### config.mk
export PLATFORM = sky130hd
export DESIGN_NAME = mul_div_unit
export DESIGN_NICKNAME = d
export VERILOG_FILES = /design/src/rtl/mul_div_unit_pkg.sv /design/src/rtl/mul_div_unit_iter_core.sv /design/src/rtl/mul_div_unit.sv
export SDC_FILE = /design/constraint.sdc
export NUM_CORES = 1
export LEC_CHECK = 0
export CAP_MARGIN = 20
export CORE_MARGIN = 1.5
export CORE_UTILIZATION = 35
export DETAILED_ROUTE_END_ITERATION = 7
export GPL_TIMING_DRIVEN = 0
export PLACE_DENSITY_LB_ADDON = 0.05
export SETUP_SLACK_MARGIN = 0.02
export SLEW_MARGIN = 20
export SYNTH_ARGS = -nofsm -noshare
export SYNTH_HDL_FRONTEND = slang
export SYNTH_SLANG_ARGS = --single-unit
### constraint.sdc
create_clock -name clk_i -period 5.4 [get_ports clk_i]
set_clock_uncertainty 0.15 [all_clocks]
set_input_delay 0.81 -clock clk_i [delete_from_list [all_inputs] [get_ports clk_i]]
set_output_delay 0.81 -clock clk_i [all_outputs]
set_load 0.005 [all_outputs]
### src/rtl/mul_div_unit_pkg.sv
// Shared definitions for the HI/LO multiply/divide unit: op codes, FSM states, datapath width.
// The divider is built only when MDU_DIV_EN is defined.
package mul_div_unit_pkg;

  localparam int MDU_W = 32;

  typedef enum logic [2:0] {
    MDU_MULT  = 3'd0,
    MDU_MULTU = 3'd1,
    MDU_DIV   = 3'd2,
    MDU_DIVU  = 3'd3,
    MDU_MTHI  = 3'd4,
    MDU_MTLO  = 3'd5
  } mdu_op_e;

  typedef enum logic [1:0] {
    ST_IDLE = 2'd0,
    ST_PREP = 2'd1,
    ST_RUN  = 2'd2,
    ST_FIX  = 2'd3
  } mdu_state_e;

  // Magnitude of a possibly signed operand; 2^31 still fits in 32 unsigned bits.
  function automatic logic [MDU_W-1:0] mdu_mag(input logic [MDU_W-1:0] v, input logic sgn);
    mdu_mag = (sgn && v[MDU_W-1]) ? (~v + 32'd1) : v;
  endfunction

endpackage

### src/rtl/mul_div_unit_iter_core.sv
// Combinational ITER_BITS-step slice: shift-add multiply or restoring shift-subtract divide
// on a 64-bit accumulator. The divide path exists only when MDU_DIV_EN is defined.
module mdu_iter_core
  import mul_div_unit_pkg::*;
#(
  parameter int ITER_BITS = 1
) (
`ifdef MDU_DIV_EN
  input  logic               is_div_i,
`endif
  input  logic [MDU_W-1:0]   opnd_i,
  input  logic [2*MDU_W-1:0] acc_i,
  output logic [2*MDU_W-1:0] acc_o
);

  logic [2*MDU_W-1:0] acc_s;
  logic [MDU_W:0]     sum_s;

  always_comb begin
    acc_s = acc_i;
    sum_s = '0;
    for (int i = 0; i < ITER_BITS; i++) begin
`ifdef MDU_DIV_EN
      if (is_div_i) begin
        // acc = {remainder, dividend bits still to shift in}; quotient bits enter at the LSB.
        sum_s = acc_s[2*MDU_W-1:MDU_W-1] - {1'b0, opnd_i};
        if (!sum_s[MDU_W]) begin
          acc_s = {sum_s[MDU_W-1:0], acc_s[MDU_W-2:0], 1'b1};
        end else begin
          acc_s = {acc_s[2*MDU_W-2:0], 1'b0};
        end
      end else begin
        sum_s = {1'b0, acc_s[2*MDU_W-1:MDU_W]} + (acc_s[0] ? {1'b0, opnd_i} : 33'd0);
        acc_s = {sum_s, acc_s[MDU_W-1:1]};
      end
`else
      sum_s = {1'b0, acc_s[2*MDU_W-1:MDU_W]} + (acc_s[0] ? {1'b0, opnd_i} : 33'd0);
      acc_s = {sum_s, acc_s[MDU_W-1:1]};
`endif
    end
    acc_o = acc_s;
  end

endmodule

### src/rtl/mul_div_unit.sv
// Iterative HI/LO multiply/divide unit: FSM, sign handling and HI/LO registers.
// Define MDU_DIV_EN to build DIV/DIVU; otherwise those codes are ignored like unknown ops.
module mul_div_unit
  import mul_div_unit_pkg::*;
#(
  parameter int ITER_BITS = 1
) (
  input  logic             clk_i,
  input  logic             reset_i,
  input  logic             start_i,
  input  logic [2:0]       op_i,
  input  logic [MDU_W-1:0] a_i,
  input  logic [MDU_W-1:0] b_i,
  input  logic             cancel_i,
  output logic             busy_o,
  output logic             done_o,
  output logic [MDU_W-1:0] hi_o,
  output logic [MDU_W-1:0] lo_o
);

  localparam int N = MDU_W / ITER_BITS;

  mdu_state_e         state_q, state_d;
  logic [2:0]         op_q, op_d;
  logic [MDU_W-1:0]   a_q, a_d, b_q, b_d, opnd_q, opnd_d;
  logic [2*MDU_W-1:0] acc_q, acc_d, core_acc_s, prod_s;
  logic [5:0]         cnt_q, cnt_d;
  logic [MDU_W-1:0]   hi_q, hi_d, lo_q, lo_d;
  logic               done_q, done_d;
  logic               signed_s, is_div_s, neg_s;

  assign signed_s = (op_q == MDU_MULT) || (op_q == MDU_DIV);
  assign neg_s    = signed_s && (a_q[MDU_W-1] ^ b_q[MDU_W-1]);
  assign prod_s   = neg_s ? (~acc_q + 64'd1) : acc_q;

`ifdef MDU_DIV_EN
  logic [MDU_W-1:0] quo_s, rem_s;
  assign is_div_s = (op_q == MDU_DIV) || (op_q == MDU_DIVU);
  assign quo_s    = neg_s ? (~acc_q[MDU_W-1:0] + 32'd1) : acc_q[MDU_W-1:0];
  // Remainder follows the dividend's sign.
  assign rem_s    = (signed_s && a_q[MDU_W-1]) ? (~acc_q[2*MDU_W-1:MDU_W] + 32'd1)
                                               : acc_q[2*MDU_W-1:MDU_W];
`else
  assign is_div_s = 1'b0;
`endif

  mdu_iter_core #(.ITER_BITS(ITER_BITS)) u_core (
`ifdef MDU_DIV_EN
    .is_div_i (is_div_s),
`endif
    .opnd_i   (opnd_q),
    .acc_i    (acc_q),
    .acc_o    (core_acc_s)
  );

  // Next-state logic: op acceptance, operand preparation, iteration and result fix-up.
  always_comb begin
    state_d = state_q;
    op_d    = op_q;
    a_d     = a_q;
    b_d     = b_q;
    opnd_d  = opnd_q;
    acc_d   = acc_q;
    cnt_d   = cnt_q;
    hi_d    = hi_q;
    lo_d    = lo_q;
    done_d  = 1'b0;
    if (cancel_i) begin
      state_d = ST_IDLE;
    end else begin
      case (state_q)
        ST_IDLE: begin
          if (start_i) begin
            case (op_i)
              MDU_MTHI: hi_d = a_i;
              MDU_MTLO: lo_d = a_i;
`ifdef MDU_DIV_EN
              MDU_MULT, MDU_MULTU, MDU_DIV, MDU_DIVU: begin
`else
              MDU_MULT, MDU_MULTU: begin
`endif
                op_d    = op_i;
                a_d     = a_i;
                b_d     = b_i;
                state_d = ST_PREP;
              end
              default: state_d = ST_IDLE;
            endcase
          end else begin
            state_d = ST_IDLE;
          end
        end
        ST_PREP: begin
          if (is_div_s) begin
            opnd_d = mdu_mag(b_q, signed_s);
            acc_d  = {32'd0, mdu_mag(a_q, signed_s)};
          end else begin
            opnd_d = mdu_mag(a_q, signed_s);
            acc_d  = {32'd0, mdu_mag(b_q, signed_s)};
          end
          cnt_d   = 6'd0;
          state_d = ST_RUN;
        end
        ST_RUN: begin
          acc_d = core_acc_s;
          cnt_d = cnt_q + 6'd1;
          if (cnt_q == 6'(N - 1)) begin
            state_d = ST_FIX;
          end else begin
            state_d = ST_RUN;
          end
        end
        ST_FIX: begin
`ifdef MDU_DIV_EN
          if (is_div_s) begin
            if (b_q == 32'd0) begin
              hi_d = a_q;
              lo_d = 32'hFFFF_FFFF;
            end else begin
              hi_d = rem_s;
              lo_d = quo_s;
            end
          end else begin
            {hi_d, lo_d} = prod_s;
          end
`else
          {hi_d, lo_d} = prod_s;
`endif
          done_d  = 1'b1;
          state_d = ST_IDLE;
        end
        default: state_d = ST_IDLE;
      endcase
    end
  end

  // State and HI/LO registers with synchronous reset.
  always_ff @(posedge clk_i) begin
    if (reset_i) begin
      state_q <= ST_IDLE;
      op_q    <= 3'd0;
      a_q     <= 32'd0;
      b_q     <= 32'd0;
      opnd_q  <= 32'd0;
      acc_q   <= 64'd0;
      cnt_q   <= 6'd0;
      hi_q    <= 32'd0;
      lo_q    <= 32'd0;
      done_q  <= 1'b0;
    end else begin
      state_q <= state_d;
      op_q    <= op_d;
      a_q     <= a_d;
      b_q     <= b_d;
      opnd_q  <= opnd_d;
      acc_q   <= acc_d;
      cnt_q   <= cnt_d;
      hi_q    <= hi_d;
      lo_q    <= lo_d;
      done_q  <= done_d;
    end
  end

  assign busy_o = (state_q != ST_IDLE);
  assign done_o = done_q;
  assign hi_o   = hi_q;
  assign lo_o   = lo_q;

endmodule
**Yosys cells after proc, flatten, opt, wreduce, memory -nomap -nowiden**

Cells that the tools add are included.

- Multipliers: 0
- Equal/unequal tests: 12
- Reduce and logical (&&, ||, !) cells: 18
- Bitwise logic cells: 5
- Add/subtract/negate cells: 5
- Order comparisons: 0
- Muxes and demuxes: 17
- Divide/modulo/power cells: 0
- Shifts and indexed selects: 0

Operators by type and width:

| cell | number |
|---|---|
| $mux W32 | 7 |
| $pmux W32 S2 | 2 |
| $pmux W64 S2 | 1 |
| $add A32 B1 Y32 const B | 2 |
| $add A64 B1 Y64 const B | 1 |
| $mux W64 | 1 |
| $not A32 Y32 | 2 |
| $not A64 Y64 | 1 |
| $add A32 B33 Y33 | 1 |
| $pmux W6 S2 | 1 |
| $reduce_and A4 Y1 | 3 |
| $pmux W2 S4 | 1 |
| $add A6 B1 Y6 const B | 1 |
| $eq A3 B3 Y1 const B | 2 |
| $eq A6 B5 Y1 const B | 1 |
| $logic_not A3 Y1 | 2 |
| $reduce_bool A2 Y1 | 3 |
| $reduce_or A2 Y1 | 3 |
| $eq A2 B2 Y1 const B | 2 |
| $ne A2 B1 Y1 const B | 2 |
| $pmux W2 S2 | 1 |
| $reduce_and A2 Y1 | 2 |
| $eq A3 B1 Y1 const B | 1 |
| $eq A3 B2 Y1 const B | 1 |
| 10 further kinds | 13 |

- Word-level logic and storage cells: 67
- Output and inout port bits: 66
- Memory bits (writable): 0
- Memory bits (read-only): 0
- Input port bits: 71
- Memories kept: 0
- Latch bits: 0
- Register bits after elaboration: 236

**Longest topological paths before layout**

- Depth after elaboration: 5
- Depth in mapped cells: 15
- Depth with buffers taken out: 13

**Cells and area by module**

Synthesis repeated with hierarchy kept, for this count alone.

- Cells, all modules: 1974
- Area, all modules: 14699.1 µm²

Modules (own cells, without submodules):

| module | instances | sequential area each (µm²) | cells each | area an instance (µm²) |
|---|---|---|---|---|
| mul_div_unit | 1 | 4704.5 | 1621 | 12270.5 |
| mdu_iter_core | 1 | 0.0 | 353 | 2428.6 |

**Worst setup path after synthesis**

Ideal clock, no wire load.

- Path type: register -> register
- Start: register acc_q[0]
- End: register acc_q[59]
- Required time: 5129 ps
- Stages on the path, launching flop included: 16
- Clock period less this slack: 3078 ps
- Buffers on the path: 2
- Data arrival time: 2806 ps
- Path slack: 2322 ps
- Library setup time: 121 ps
- Cell sequence: dfxtp_1 -> buf_2 -> clkbuf_1 -> and2_1 -> ha_1 -> inv_1 -> fa_1 -> nor2b_1 -> o21ai_0 -> a21boi_0 -> o21ba_2 -> o21ai_0 -> a21o_1 -> a21oi_1 -> mux2i_1 -> nand2_1

- Cells in the longest elaborated chain, start to end: 3

RTL lines:

| element | RTL line | RTL |
|---|---|---|
| start: declaration | mul_div_unit.sv:26 | `logic [2*MDU_W-1:0] acc_q, acc_d, core_acc_s, prod_s;` |
| start signal: assignment | mul_div_unit.sv:145 | `acc_q <= 64'd0;` |
| start signal: assignment | mul_div_unit.sv:156 | `acc_q <= acc_d;` |
| $mux W32 | mul_div_unit_iter_core.sv:37 | `sum_s = {1'b0, acc_s[2*MDU_W-1:MDU_W]} + (acc_s[0] ? {1'b0, opnd_i} : 33'd0);` |
| $add A32 B33 Y33 | mul_div_unit_iter_core.sv:37 |  |
| $pmux W64 S2 | mul_div_unit.sv:71 | `case (state_q)` |

No other way between the ends.
A chain may end at the register's enable or synchronous reset.

**Final worst setup path**

- Start: register acc_q[0]
- End: register hi_q[22], in the netlist hi_o[22]

- Cells in the longest elaborated chain, start to end: 4

RTL lines:

| element | RTL line | RTL |
|---|---|---|
| $not A64 Y64 | mul_div_unit.sv:34 | `assign prod_s = neg_s ? (~acc_q + 64'd1) : acc_q;` |
| $add A64 B1 Y64 | mul_div_unit.sv:34 |  |
| $mux W64 | mul_div_unit.sv:34 |  |
| $pmux W32 S2 | mul_div_unit.sv:71 |  |
| end signal: assignment | mul_div_unit.sv:158 | `hi_q <= hi_d;` |
| end: declaration | mul_div_unit.sv:28 | `logic [MDU_W-1:0] hi_q, hi_d, lo_q, lo_d;` |

No other way between the ends.

==> results.txt <==
The minimum clock period came out at 3.973 ns. The number of design rule violations left after detail routing came out at 0. The netlist area before placement came out at 13420 um^2. The sum of net half-perimeters after detailed placement is 41.85 mm.

The post-synth net total came out at 1909. For this run, the total global-route usage over all layers was measured as 26.33%. The count of warnings emitted by yosys came out at 0. TritonCTS built the clock tree. The filler cells instantiated in the layout total 3969. The upper clock frequency limit is 0.2517 GHz.

The number of register bits inferred by synthesis is 235. The flow ran to the end, and the final reports show no timing, DRC or antenna violations. The share of the Yosys chip area taken by registers is 35.06%. The type of the worst min-delay path is reg2reg. After detailed routing, the met3 layer carries 3.943 mm of wire.

After detailed routing, the number of vias per cell comes to 5.344. The final max-slew violation count came out at 0. The per-instance average area after synthesis came out at 7.470 um^2.

The main flop type after synthesis is dfxtp_1. The number of global-route vias before repair came out at 12140. On the critical path the largest part of the delay comes from simple AND/OR/NAND/NOR gates. The number of iterations in the first detailed-routing pass came out at 7. The largest net degree at the start of global routing came out at 15. The area added between synthesis and finish came out at 22.23%.

The setup TNS came out at 0 ns. The number of gates given a new drive strength after cts is 0. Once layout is done, the placed cells without fillers occupy 16400 um^2. The transition time at the pin with the least slew margin came out at 0.9858 ns. The final RePlAce weighted congestion is 0.9297. The die is 198.8 um tall. The final net count came out at 2074. The number of cells produced by synthesis came out at 1796. The initial antenna violation count came out at 0. The die outline area came out at 39520 um^2. Together, buffers and inverters on the worst path number 3. 0 antenna diodes ended up in the layout.

The total routed wire length on the met1 layer came out at 26.37 mm. Clock tree synthesis inserted a total of 28 buffers. The count of buffers from port buffering came out at 135. The average routed wire per standard cell came out at 20.98 um.

The largest stage delay on the critical path is 0.50 ns. The detailed router placed 13330 vias in this run. The top fanout value on the critical path came out at 10.

The number of violations of the max-capacitance limit came out at 0. The sum of internal, switching and leakage power came out at 4.201 mW. The setup violation total in the final timing report came out at 0. The share of the clock period used by the worst path came out at 73.58%. The number of buffers between clock root and the deepest sink is 3. The number of synthesized flops with an enable pin is 0.

The leakage power figure came out at 5.857 nW. The top-level port count is 137. The worst setup path is launched from a flop.

The worst endpoint data arrival time is 4.32 ns. IR analysis of the VDD net gives a maximum drop of 0.2337 mV. The buffer count from post-CTS setup fixing came out at 0. Row generation in the floorplan step produced 71 rows. The total routed wirelength is 52.33 mm. The number of nets with antenna violations after routing is 0. The worst relative slew slack came out at 34.28%.

The highest layer touched by signal routing is met4. The slowest stage of the critical path belongs to the cell or3b_2. The violation count after the first detailed-route iteration came out at 1177. The proportion of register bits with asynchronous set or reset after synthesis came out at 0%. The ratio of cells with drive above 1 in the final layout came out at 3.833%. Measured along the x axis, the die boundary spans 198.8 um.

The required time of the critical path is 5.75 ns. The initial utilization of the core area, before any placement, comes to 35.62%. The aggregate global routing overflow is 0. The core region is 37670 um^2.

The source-to-sink clock delay at the later pin of the worst-skew pair came out at 0.58 ns. The cell sitting at the root of the clock tree is a clkbuf_16. The setup path with the least slack is of type reg2reg.

The first global-routing pass estimated 77.38 mm of wire. The clock transition at the register clock pins on the worst setup and hold paths after CTS is 0.06 ns. The number of hold-slack violations in the final timing report is 0. The number of H-tree levels is 1. After synthesis, the netlist uses 70 different library cells. The number of hold buffers added after CTS was 0. The nature of the critical path endpoint is a flop.

The routed design uses 20.77 mm of met2 wire. The clock net in this run drives a total of 235 sinks. Dividing total power by cell area gives a power density of 256.1 nW/um^2. Setup repair after global routing left no endpoint under its margin. The instance area at placement came out at 15410 um^2. The signal on the critical path passes through buf_2, clkbuf_1, inv_1, ha_1, or3b_2, nor3_2, and3_1, nor4b_2, a31oi_1, xnor2_1, a211oi_1, a21oi_1, nor2_1.
per-stage QoR:
step                      setup slack (ns)  utilization, %  std cells  hold WS (ns)
after detailed placement             1.434           40.90       2442        0.2918
after global placement               1.435           40.90       2442        0.2894
after CTS                            1.404           43.54       2494        0.2985
final                                1.427           43.54       2494        0.2976
after global routing                 1.081           43.54       2494        0.3166
after floorplan                      2.322               -       1796        0.2773
tightest hold or removal path, cell delays in order (launching register included):
cell and delay [ns]:
dfxtp_1 0.30, nand2_1 0.05, a21oi_1 0.05
state kept, by name, summed over array words and instances (netlist names), 6 cells and up:
signal and cells:
a_q 32, acc_q 64, b_q 32, cnt_q 6, hi_o 32, lo_o 32
opnd_q 32
area by class of cell:
type	count	area, um^2	area share (%)
buffer	116	439.2	2.678
timing repair buffer	135	1351	8.240
multi-input combinational	1415	8160	49.76
tap	511	639.4	3.899
clock buffer	37	774.5	4.723
clock inverter	15	217.7	1.328
inverter	30	112.6	0.6867
sequential	235	4705	28.69
synth_stat cells, types with 8 or more instances:
cell type / instances / share of area, %
a211oi_1: 54 / 3.0
a21o_1: 12 / 0.67
a21oi_1: 240 / 9.0
a221oi_1: 15 / 0.98
a22oi_1: 11 / 0.62
a311oi_1: 10 / 0.65
and2_1: 37 / 1.7
and3_1: 8 / 0.37
buf_1: 12 / 0.34
clkbuf_1: 101 / 2.8
dfxtp_1: 235 / 35
ha_1: 41 / 3.8
inv_1: 30 / 0.84
nand2_1: 314 / 8.8
nand2b_1: 11 / 0.51
nand3_1: 11 / 0.41
nand4_1: 9 / 0.42
nor2_1: 185 / 5.2
nor2b_1: 11 / 0.51
nor3_1: 35 / 1.3
nor4_1: 8 / 0.37
o21ai_0: 111 / 4.1
o21ai_1: 9 / 0.34
o31ai_1: 22 / 1.2
or3_1: 31 / 1.4
xnor2_1: 64 / 4.2
xor2_1: 75 / 4.9
final timing paths:
kind	startpoint	end	slack, ns	depth (start not counted)
min	opnd_q[26]$_SDFFE_PP0P_	opnd_q[26]$_SDFFE_PP0P_	0.30	2
max	acc_q[0]$_SDFFE_PP0P_	hi_o[22]$_SDFFE_PP0P_	1.43	13
max reg2reg	acc_q[0]$_SDFFE_PP0P_	hi_o[22]$_SDFFE_PP0P_	1.43	13
min reg2reg	opnd_q[26]$_SDFFE_PP0P_	opnd_q[26]$_SDFFE_PP0P_	0.30	2
kinds of logic (layout without fill, tap and decap cells):
group           count (synthesis)  in the layout  synth area share [%]
buf+inv                       146            333                 4.113
compound gates                531            531                 23.72
fa+ha+maj                      42             42                 3.973
mux                             6              6                0.4570
xor+xnor                      139            139                 9.074
simple gates                  697            697                 23.60
flops                         235            235                 35.06
cell usage in the layout (no fill, tap or decap), types with 37 or more instances in the layout:
master / instances
xnor2_1: 64
a211oi_1: 54
clkbuf_1: 106
dfxtp_1: 235
o21ai_0: 111
nor2_1: 185
clkdlybuf4s50_1: 135
a21oi_1: 240
nand2_1: 314
xor2_1: 75
and2_1: 37
ha_1: 41
power breakdown:
part           internal [mW]  switching, mW  total, mW  leakage, nW
sequential              1.76         0.0225       1.78         1.90
combinational          0.129          0.234      0.363         3.47
clock                   1.25          0.813       2.06        0.489
total                   3.13           1.07       4.20         5.86
routing by layer:
metal | global-route usage (%) | up-vias
met1 | 40.51 | 6241
met4 | 7.211 | 0
met2 | 37.24 | 414
met3 | 4.205 | 60
met5 | 0 | -
li1 | - | 6613
Note: power is estimated with default switching activity, not from simulation.
